$ cat config.mk
export PLATFORM = sky130hd
export DESIGN_NAME = pipelined_decode_queue
export DESIGN_NICKNAME = d
export VERILOG_FILES = /design/src/rtl/pipelined_decode_queue.sv
export SDC_FILE = /design/constraint.sdc
export NUM_CORES = 1
export LEC_CHECK = 0
export ABC_AREA = 1
export BUFFER_PORTS_ARGS = -buffer_cell sky130_fd_sc_hd__buf_2
export CAP_MARGIN = 15
export CORE_ASPECT_RATIO = 0.5
export CORE_MARGIN = 4
export CORE_UTILIZATION = 45
export CTS_BUF_LIST = sky130_fd_sc_hd__clkbuf_4
export CTS_CLUSTER_SIZE = 10
export DETAILED_ROUTE_END_ITERATION = 6
export PLACE_DENSITY = 0.68
export SETUP_SLACK_MARGIN = 0.2
export SLEW_MARGIN = 5
export SYNTH_ARGS = -nofsm -noshare
export SYNTH_HDL_FRONTEND = slang
export SYNTH_SLANG_ARGS = --single-unit
$ cat constraint.sdc
create_clock -name clock -period 13.22 [get_ports clock]
set_clock_uncertainty 0.1 [all_clocks]
set_input_delay 2.644 -clock clock [delete_from_list [all_inputs] [get_ports clock]]
set_output_delay 2.644 -clock clock [all_outputs]
set_load 0.01 [all_outputs]
$ cat src/rtl/pipelined_decode_queue.sv
// Decoded-instruction queue: RV32I words are decoded on entry and stored as fields in a DEPTH-entry FIFO.
// Optional illegal-instruction flagging is enabled by defining JZJCOREF_DECODE_ILLEGAL_CHECK_EN.
module pipelined_decode_queue #(
    parameter int DEPTH    = 2,
    parameter int PC_WIDTH = 32
) (
    input  logic                clock,
    input  logic                reset,
    input  logic                flush,
    input  logic                in_valid,
    output logic                in_ready,
    input  logic [31:0]         in_instruction,
    input  logic [PC_WIDTH-1:0] in_pc,
    output logic                out_valid,
    input  logic                out_ready,
    output logic [6:0]          out_opcode,
    output logic [2:0]          out_funct3,
    output logic [6:0]          out_funct7,
    output logic [4:0]          out_rs1,
    output logic [4:0]          out_rs2,
    output logic [4:0]          out_rd,
    output logic [2:0]          out_format,
    output logic [31:0]         out_immediate,
    output logic [PC_WIDTH-1:0] out_pc,
    output logic                out_illegal
);

    localparam int PTR_W = (DEPTH > 1) ? $clog2(DEPTH) : 1;
    localparam int CNT_W = $clog2(DEPTH + 1);

    localparam logic [2:0] FMT_R = 3'd0;
    localparam logic [2:0] FMT_I = 3'd1;
    localparam logic [2:0] FMT_S = 3'd2;
    localparam logic [2:0] FMT_B = 3'd3;
    localparam logic [2:0] FMT_U = 3'd4;
    localparam logic [2:0] FMT_J = 3'd5;

    function automatic logic [2:0] decode_format(input logic [6:0] op);
        logic [2:0] fmt;
        case (op)
            7'b0110111, 7'b0010111: fmt = FMT_U;
            7'b1101111:             fmt = FMT_J;
            7'b1100011:             fmt = FMT_B;
            7'b0100011:             fmt = FMT_S;
            7'b0110011:             fmt = FMT_R;
            7'b1100111, 7'b0000011, 7'b0010011,
            7'b0001111, 7'b1110011: fmt = FMT_I;
            default:                fmt = FMT_R;
        endcase
        return fmt;
    endfunction

    function automatic logic [31:0] decode_imm(input logic [31:0] ins, input logic [2:0] fmt);
        logic [31:0] imm;
        case (fmt)
            FMT_I:   imm = {{20{ins[31]}}, ins[31:20]};
            FMT_S:   imm = {{20{ins[31]}}, ins[31:25], ins[11:7]};
            FMT_B:   imm = {{19{ins[31]}}, ins[31], ins[7], ins[30:25], ins[11:8], 1'b0};
            FMT_U:   imm = {ins[31:12], 12'h000};
            FMT_J:   imm = {{11{ins[31]}}, ins[31], ins[19:12], ins[20], ins[30:21], 1'b0};
            default: imm = 32'h0000_0000;
        endcase
        return imm;
    endfunction

    // Any opcode outside the supported set, including ones lacking the 2'b11 suffix, is illegal.
    function automatic logic decode_illegal(input logic [31:0] ins);
        logic ill;
        case (ins[6:0])
            7'b0110111, 7'b0010111, 7'b1101111, 7'b1100011, 7'b0100011,
            7'b0110011, 7'b1100111, 7'b0000011, 7'b0010011, 7'b0001111,
            7'b1110011: ill = 1'b0;
            default:    ill = 1'b1;
        endcase
        return ill | (ins[1:0] != 2'b11);
    endfunction

    function automatic logic [PTR_W-1:0] ptr_next(input logic [PTR_W-1:0] ptr);
        logic [PTR_W-1:0] nxt;
        if (ptr == PTR_W'(DEPTH - 1)) begin
            nxt = {PTR_W{1'b0}};
        end else begin
            nxt = ptr + PTR_W'(1);
        end
        return nxt;
    endfunction

    logic [PTR_W-1:0] wr_ptr_r;
    logic [PTR_W-1:0] rd_ptr_r;
    logic [CNT_W-1:0] count_r;
    logic             alive_r;
    logic             push_s;
    logic             pop_s;
    logic [2:0]       dec_format_s;
    logic [31:0]      dec_imm_s;

    logic [6:0]          opcode_mem_r [DEPTH];
    logic [2:0]          funct3_mem_r [DEPTH];
    logic [6:0]          funct7_mem_r [DEPTH];
    logic [4:0]          rs1_mem_r    [DEPTH];
    logic [4:0]          rs2_mem_r    [DEPTH];
    logic [4:0]          rd_mem_r     [DEPTH];
    logic [2:0]          format_mem_r [DEPTH];
    logic [31:0]         imm_mem_r    [DEPTH];
    logic [PC_WIDTH-1:0] pc_mem_r     [DEPTH];

    // alive_r holds in_ready low until the first edge after reset is released.
    assign in_ready  = alive_r && (count_r < CNT_W'(DEPTH));
    assign out_valid = (count_r != CNT_W'(0));
    assign push_s    = in_valid && in_ready && !flush;
    assign pop_s     = out_valid && out_ready && !flush;

    // Decode the incoming word ahead of storage.
    always_comb begin
        dec_format_s = FMT_R;
        dec_imm_s    = 32'h0000_0000;
        dec_format_s = decode_format(in_instruction[6:0]);
        dec_imm_s    = decode_imm(in_instruction, dec_format_s);
    end

    // Queue control: pointers, occupancy and the post-reset enable.
    always_ff @(posedge clock or negedge reset) begin
        if (!reset) begin
            wr_ptr_r <= {PTR_W{1'b0}};
            rd_ptr_r <= {PTR_W{1'b0}};
            count_r  <= {CNT_W{1'b0}};
            alive_r  <= 1'b0;
        end else if (flush) begin
            wr_ptr_r <= {PTR_W{1'b0}};
            rd_ptr_r <= {PTR_W{1'b0}};
            count_r  <= {CNT_W{1'b0}};
            alive_r  <= 1'b1;
        end else begin
            alive_r <= 1'b1;
            if (push_s) begin
                wr_ptr_r <= ptr_next(wr_ptr_r);
            end
            if (pop_s) begin
                rd_ptr_r <= ptr_next(rd_ptr_r);
            end
            case ({push_s, pop_s})
                2'b10:   count_r <= count_r + CNT_W'(1);
                2'b01:   count_r <= count_r - CNT_W'(1);
                default: count_r <= count_r;
            endcase
        end
    end

    // Entry storage; contents are only meaningful while counted as occupied.
    always_ff @(posedge clock) begin
        if (push_s) begin
            opcode_mem_r[wr_ptr_r] <= in_instruction[6:0];
            funct3_mem_r[wr_ptr_r] <= in_instruction[14:12];
            funct7_mem_r[wr_ptr_r] <= in_instruction[31:25];
            rs1_mem_r[wr_ptr_r]    <= in_instruction[19:15];
            rs2_mem_r[wr_ptr_r]    <= in_instruction[24:20];
            rd_mem_r[wr_ptr_r]     <= in_instruction[11:7];
            format_mem_r[wr_ptr_r] <= dec_format_s;
            imm_mem_r[wr_ptr_r]    <= dec_imm_s;
            pc_mem_r[wr_ptr_r]     <= in_pc;
        end
    end

    assign out_opcode    = opcode_mem_r[rd_ptr_r];
    assign out_funct3    = funct3_mem_r[rd_ptr_r];
    assign out_funct7    = funct7_mem_r[rd_ptr_r];
    assign out_rs1       = rs1_mem_r[rd_ptr_r];
    assign out_rs2       = rs2_mem_r[rd_ptr_r];
    assign out_rd        = rd_mem_r[rd_ptr_r];
    assign out_format    = format_mem_r[rd_ptr_r];
    assign out_immediate = imm_mem_r[rd_ptr_r];
    assign out_pc        = pc_mem_r[rd_ptr_r];

`ifdef JZJCOREF_DECODE_ILLEGAL_CHECK_EN
    logic illegal_mem_r [DEPTH];

    // Illegal flag travels with its entry.
    always_ff @(posedge clock) begin
        if (push_s) begin
            illegal_mem_r[wr_ptr_r] <= decode_illegal(in_instruction);
        end
    end

    assign out_illegal = illegal_mem_r[rd_ptr_r];
`else
    assign out_illegal = 1'b0;
`endif

endmodule
Word-level counts from Yosys, hierarchy flattened. Memory sizes are Yosys's and may differ from the RTL's. Index checks and enable logic that the tools add are counted.

Memories: 9. Bits in registers: 5. Memory bits (writable): 198. Output and inout port bits: 102.

Memory list: imm_mem_r (depth 2, width 32, read ports 1, clocked after memory_dff 0, wr ports 1, line 104) `logic [31:0] imm_mem_r [DEPTH];`; pc_mem_r (depth 2, width 32, read ports 1, clocked after memory_dff 0, wr ports 1, line 105) `logic [PC_WIDTH-1:0] pc_mem_r [DEPTH];`; funct7_mem_r (depth 2, width 7, read ports 1, clocked after memory_dff 0, wr ports 1, line 99) `logic [6:0] funct7_mem_r [DEPTH];`; opcode_mem_r (depth 2, width 7, read ports 1, clocked after memory_dff 0, wr ports 1, line 97) `logic [6:0] opcode_mem_r [DEPTH];`; rd_mem_r (depth 2, width 5, read ports 1, clocked after memory_dff 0, wr ports 1, line 102) `logic [4:0] rd_mem_r [DEPTH];`; rs1_mem_r (depth 2, width 5, read ports 1, clocked after memory_dff 0, wr ports 1, line 100) `logic [4:0] rs1_mem_r [DEPTH];`; 3 more memories.

Equality and inequality tests: 17. Reductions and logical operators: 12. Magnitude comparators: 1. Add/sub/neg operators: 4. Multiplexer cells: 12.

Operators with widths (count): $pmux W32 S5 (1); $eq A7 B7 Y1 const B (4); $pmux W3 S5 (1); $eq A7 B5 Y1 const B (2); $eq A7 B6 Y1 const B (2); $mux W1 (8); $eq A7 B2 Y1 const B (1); $eq A7 B4 Y1 const B (1); $eq A3 B2 Y1 const B (2); $eq A3 B3 Y1 const B (2); $reduce_bool A2 Y1 (3); $logic_and A1 B1 Y1 (5); $reduce_or A5 Y1 (1); $pmux W2 S2 (1); $eq A3 B1 Y1 const B (1); $reduce_bool A3 Y1 (1); $add A1 B1 Y1 const B (2); $add A2 B1 Y2 const B (1); $eq A2 B1 Y1 const B (1); $eq A2 B2 Y1 const B (1); $lt A2 B2 Y1 const B (1); $mux W2 (1); $reduce_or A2 Y1 (1); $sub A2 B1 Y2 const B (1); $logic_not A1 Y1 (1).

Depth between registers and ports, before layout.
Word-level depth: 7. Gate-level depth with buffers: 10. Depth with buffers taken out: 10.

Worst setup path before layout. Ideal clock, no wire load.

Path kind: in2reg. Start: in flush. End: mem format_mem_r[1][0] (enable). Cell stages on the path: 1. Slack: 2.943 ns. Data required time: 12.441 ns. Arrival time: 9.498 ns. Path through: nor3_1.

Longest elaborated chain between the ends: 4.

RTL lines: start, declared (line 9) `input logic flush,`; $logic_not A1 Y1 (line 110) `assign push_s = in_valid && in_ready && !flush;`; $logic_and A1 B1 Y1 (line 110); $mux W1 (line 151) `if (push_s) begin`; $mux W1 (not written as such) (line 158) `format_mem_r[wr_ptr_r] <= dec_format_s;`; end, declared (line 103) `logic [2:0] format_mem_r [DEPTH];`.

Every way passes these cells.

Final worst setup path.
Start: reg rd_ptr_r. End: out out_immediate[23].

Longest elaborated chain between the ends: 1.

RTL lines: start, declared (line 89) `logic [PTR_W-1:0] rd_ptr_r;`; start signal, assigned (line 125) `rd_ptr_r <= {PTR_W{1'b0}};`; start signal, assigned (line 130) `rd_ptr_r <= {PTR_W{1'b0}};`; start signal, assigned (line 139) `rd_ptr_r <= ptr_next(rd_ptr_r);`; $mem_v2 Z2 W32; end, declared (line 23) `output logic [31:0] out_immediate,`.

Every way passes these cells.

==> impl_metrics.json <==
{
  "run_status": "complete, no violations",
  "leak_pwr_nw": 4.47,
  "cp_slowest_cell": "sky130_fd_sc_hd__dfrtp_4",
  "initial_utilization_pct": 46.7,
  "insertion_delay_ns": 0.62,
  "cts_hold_buffers": 0,
  "critPathCaptureType": "output pin",
  "worstPathArrival_ns": 3.52,
  "detailed_place_hpwl_um": 11200,
  "most_crowded_layer_gr": "met2",
  "critPathMaxFanout": 100,
  "syn_area_per_cell_um2": 11.5,
  "numCtsBuffers": 46,
  "placement.io_buffers": 169,
  "placement_rows": 34,
  "max_clock_freq_ghz": 0.160,
  "seq_area_frac_synth_pct": 73.4,
  "initial_antenna_violation_count": 1,
  "worstReg2RegStart": "rd_ptr_r",
  "synth_cells": 721,
  "number_of_global_route_vias_before_repair": 5723,
  "post-route-drc-count": 0,
  "detail_route.vias_per_cell": 4.73,
  "yosys.cell_types.count": 27,
  "vias": 5598,
  "cts_tree": "done",
  "globalplace.congestion": 0.829,
  "slew_viol_final": 0,
  "worst_hold_path_type": "reg2reg",
  "drv.max_cap_violation_count": 0,
  "yosys-mux-area-fraction_pct": 0,
  "worstMarginPinSlew_ns": 1.13,
  "gr-usage-met1_pct": 21.5,
  "yosys.area_share.simple_pct": 20.7,
  "total_power_mw": 1.41,
  "first_pass_grt_wire_length_um": 28700,
  "fp.dieH_um": 104,
  "route.detailed.wl_per_inst_um": 15.3,
  "post-route-worst-setup-slack_ns": 6.96,
  "synthDominantCellAreaShare_pct": 71.9,
  "cts_num_sinks": 203,
  "timing.critical_path.slowest_cell_delay_ns": 1.14,
  "globalRoute.totalOverflow": 0,
  "final_min_period_over_clock_period_pct": 47.4,
  "path_class": "reg2out",
  "setup_viol": 0,
  "synthToLayoutAreaGrowth_pct": 19.7,
  "synth_compound_area_share_pct": 1.82,
  "ctsRootBufferMaster": "sky130_fd_sc_hd__clkbuf_4",
  "chipWidth_um": 200,
  "synthAdderAreaFrac_pct": 0,
  "crit_top_cell": "sky130_fd_sc_hd__nand2_1",
  "fin_nets": 983,
  "rsz_0062_raised_after_global_routing": "no",
  "synth.net_count": 790,
  "clkTransAtPathRegs_ns": 0.06,
  "detailedRoute.firstIterationViolations": 369,
  "htree_num_levels": 2,
  "cts.path.max_buffers": 3,
  "gr-usage-met3_pct": 4.79,
  "drt_pre_antenna_iters": 4,
  "place_worst_setup_slack_ns": 7.51,
  "power-per-cell-area_nw_per_um2": 142,
  "ir_worst_vdd_uv": 64.2,
  "fraction_of_met2_tracks_used_by_global_routing_pct": 29.8,
  "synth.area.top_cells": "sky130_fd_sc_hd__edfxtp_1, sky130_fd_sc_hd__nand2_1, sky130_fd_sc_hd__nand2_2, sky130_fd_sc_hd__inv_1, sky130_fd_sc_hd__dfrtp_1",
  "ys_warn_count": 0,
  "synth_xor_area_share_pct": 0.106,
  "crit_chain": "clkinv_2 -> buf_4 -> nand2_1 -> nand2_1 -> buf_2",
  "yosysTopAreaCell": "sky130_fd_sc_hd__edfxtp_1",
  "die_area_um2": 20700,
  "drtAntennaViolNets": 0,
  "post_route_cells_drive_above_1_share_pct": 30.9,
  "final_period_minus_worst_setup_slack_ns": 6.26,
  "postCtsSetupRepairBufs": 0,
  "min-delay-start": "wr_ptr_r",
  "groute.usage.overall_pct": 17.3,
  "grt_start_max_net_pins": 101,
  "relSlewSlack_pct": 24.6,
  "synth_area_um2": 8270,
  "boundaryPins": 171,
  "ctsResizeCount": 0,
  "dominant_combinational_cell_family_by_area_after_synthesis": "simple AND/OR/NAND/NOR gates",
  "finalHoldViolations": 0,
  "timing.critical_path.required_ns": 10.48,
  "detail_route.wirelength_um": 18100,
  "final.hold.worst_slack_ns": 0.493,
  "fin_tns_setup_ns": 0,
  "floorplan.core_area_um2": 17700,
  "register_bit_count_reported_by_yosys": 203,
  "worstSetupStartpointType": "flop",
  "crit_start": "rd_ptr_r"
}
placed cells by master, fill, tap and decap left out, types with 2 or more instances in the layout:
master	Yosys	routed
sky130_fd_sc_hd__inv_1	34	32
sky130_fd_sc_hd__clkbuf_4	0	72
sky130_fd_sc_hd__nor2_2	4	4
sky130_fd_sc_hd__nand4_1	3	3
sky130_fd_sc_hd__a21oi_1	11	11
sky130_fd_sc_hd__dfrtp_1	5	4
sky130_fd_sc_hd__conb_1	2	2
sky130_fd_sc_hd__nor2_1	28	28
sky130_fd_sc_hd__clkinv_1	0	7
sky130_fd_sc_hd__nand2_1	341	341
sky130_fd_sc_hd__clkinv_2	0	2
sky130_fd_sc_hd__nand3_1	9	9
sky130_fd_sc_hd__edfxtp_1	198	198
sky130_fd_sc_hd__buf_4	1	4
sky130_fd_sc_hd__nand2_2	23	23
sky130_fd_sc_hd__o21ai_0	18	18
sky130_fd_sc_hd__nand2_4	3	3
sky130_fd_sc_hd__buf_2	13	169
sky130_fd_sc_hd__inv_2	6	8
sky130_fd_sc_hd__inv_4	1	2
sequential cells by signal (all words and copies together) (netlist names):
signal / count
wr_ptr_r: 1
funct3_mem_r: 6
opcode_mem_r: 14
pc_mem_r: 64
rd_mem_r: 10
count_r: 2
rs1_mem_r: 10
format_mem_r: 6
rs2_mem_r: 10
funct7_mem_r: 14
rd_ptr_r: 1
imm_mem_r: 64
alive_r: 1
cell type report:
class	count	area (um2)
diodes	1	2.50
inverters	41	160
fillers	1547	7800
flip-flops and latches	203	6070
clock buffers	72	541
well taps	234	293
multi-input cells	449	1880
clock inverters	11	68.8
repair buffers	173	876
metrics by stage:
stage / util [%] / area, um2 / cells
floorplan: - / 8270 / 721
global placement: 52.5 / 9290 / 1100
detailed placement: 52.5 / 9290 / 1100
CTS: 55.9 / 9900 / 1183
global route: 55.9 / 9900 / 1184
finish: 55.9 / 9900 / 1184
worst paths after layout:
| kind | slack, ns | cells after the start | endpoint |
|---|---|---|---|
| setup / recovery | 6.96 | 5 | out_immediate[23] |
| hold / removal | 0.49 | 2 | wr_ptr_r |
| setup reg to reg | 10.16 | 4 | rd_ptr_r |
| hold reg to reg | 0.49 | 2 | wr_ptr_r |
| max in group asynchronous | 11.13 | 1 | rd_ptr_r |
| min in group asynchronous | 1.73 | 1 | alive_r |
cells in the mapped netlist:
master,number
sky130_fd_sc_hd__nand3_4,1
sky130_fd_sc_hd__o21ai_0,18
sky130_fd_sc_hd__edfxtp_1,198
sky130_fd_sc_hd__nand4_1,3
sky130_fd_sc_hd__nand3b_1,1
sky130_fd_sc_hd__inv_4,1
sky130_fd_sc_hd__nand3_1,9
sky130_fd_sc_hd__nor2_2,4
sky130_fd_sc_hd__conb_1,2
sky130_fd_sc_hd__nor2_1,28
sky130_fd_sc_hd__dfrtp_1,5
sky130_fd_sc_hd__buf_4,1
sky130_fd_sc_hd__buf_2,13
sky130_fd_sc_hd__nand2_4,3
sky130_fd_sc_hd__buf_12,2
sky130_fd_sc_hd__o21ai_1,1
sky130_fd_sc_hd__inv_1,34
sky130_fd_sc_hd__buf_6,1
sky130_fd_sc_hd__xor2_1,1
sky130_fd_sc_hd__nand2_1,341
sky130_fd_sc_hd__nand2_2,23
sky130_fd_sc_hd__clkbuf_1,11
sky130_fd_sc_hd__a21oi_1,11
sky130_fd_sc_hd__inv_2,6
sky130_fd_sc_hd__nand3_2,1
sky130_fd_sc_hd__nor2_8,1
sky130_fd_sc_hd__nor3_1,1
cell families after synthesis:
| family | Yosys count |
|---|---|
| buf+inv | 69 |
| compound gates | 30 |
| xor+xnor | 1 |
| flops | 203 |
| simple gates | 416 |
| other cells | 2 |
power by group:
part | switching (mW) | internal (mW)
Clock | 0.243 | 0.267
Sequential | 0.0177 | 0.723
Combinational | 0.102 | 0.0566
Total | 0.362 | 1.05
critical path, delay by kind of cell (launching register included):
family                 cells  cell delay, ns
buffers and inverters      3            1.43
DFF                        1            1.14
and+or+nand+nor            2            0.25
routing by layer:
| metal | share of wire [%] | vias to the layer above |
|---|---|---|
| met3 | 6.2 | 28 |
| li1 | - | 2779 |
| met4 | 1.5 | 0 |
| met1 | 43 | 2637 |
| met2 | 49 | 154 |
| met5 | 0 | - |
No activity file was read; power rests on OpenSTA's default activity.
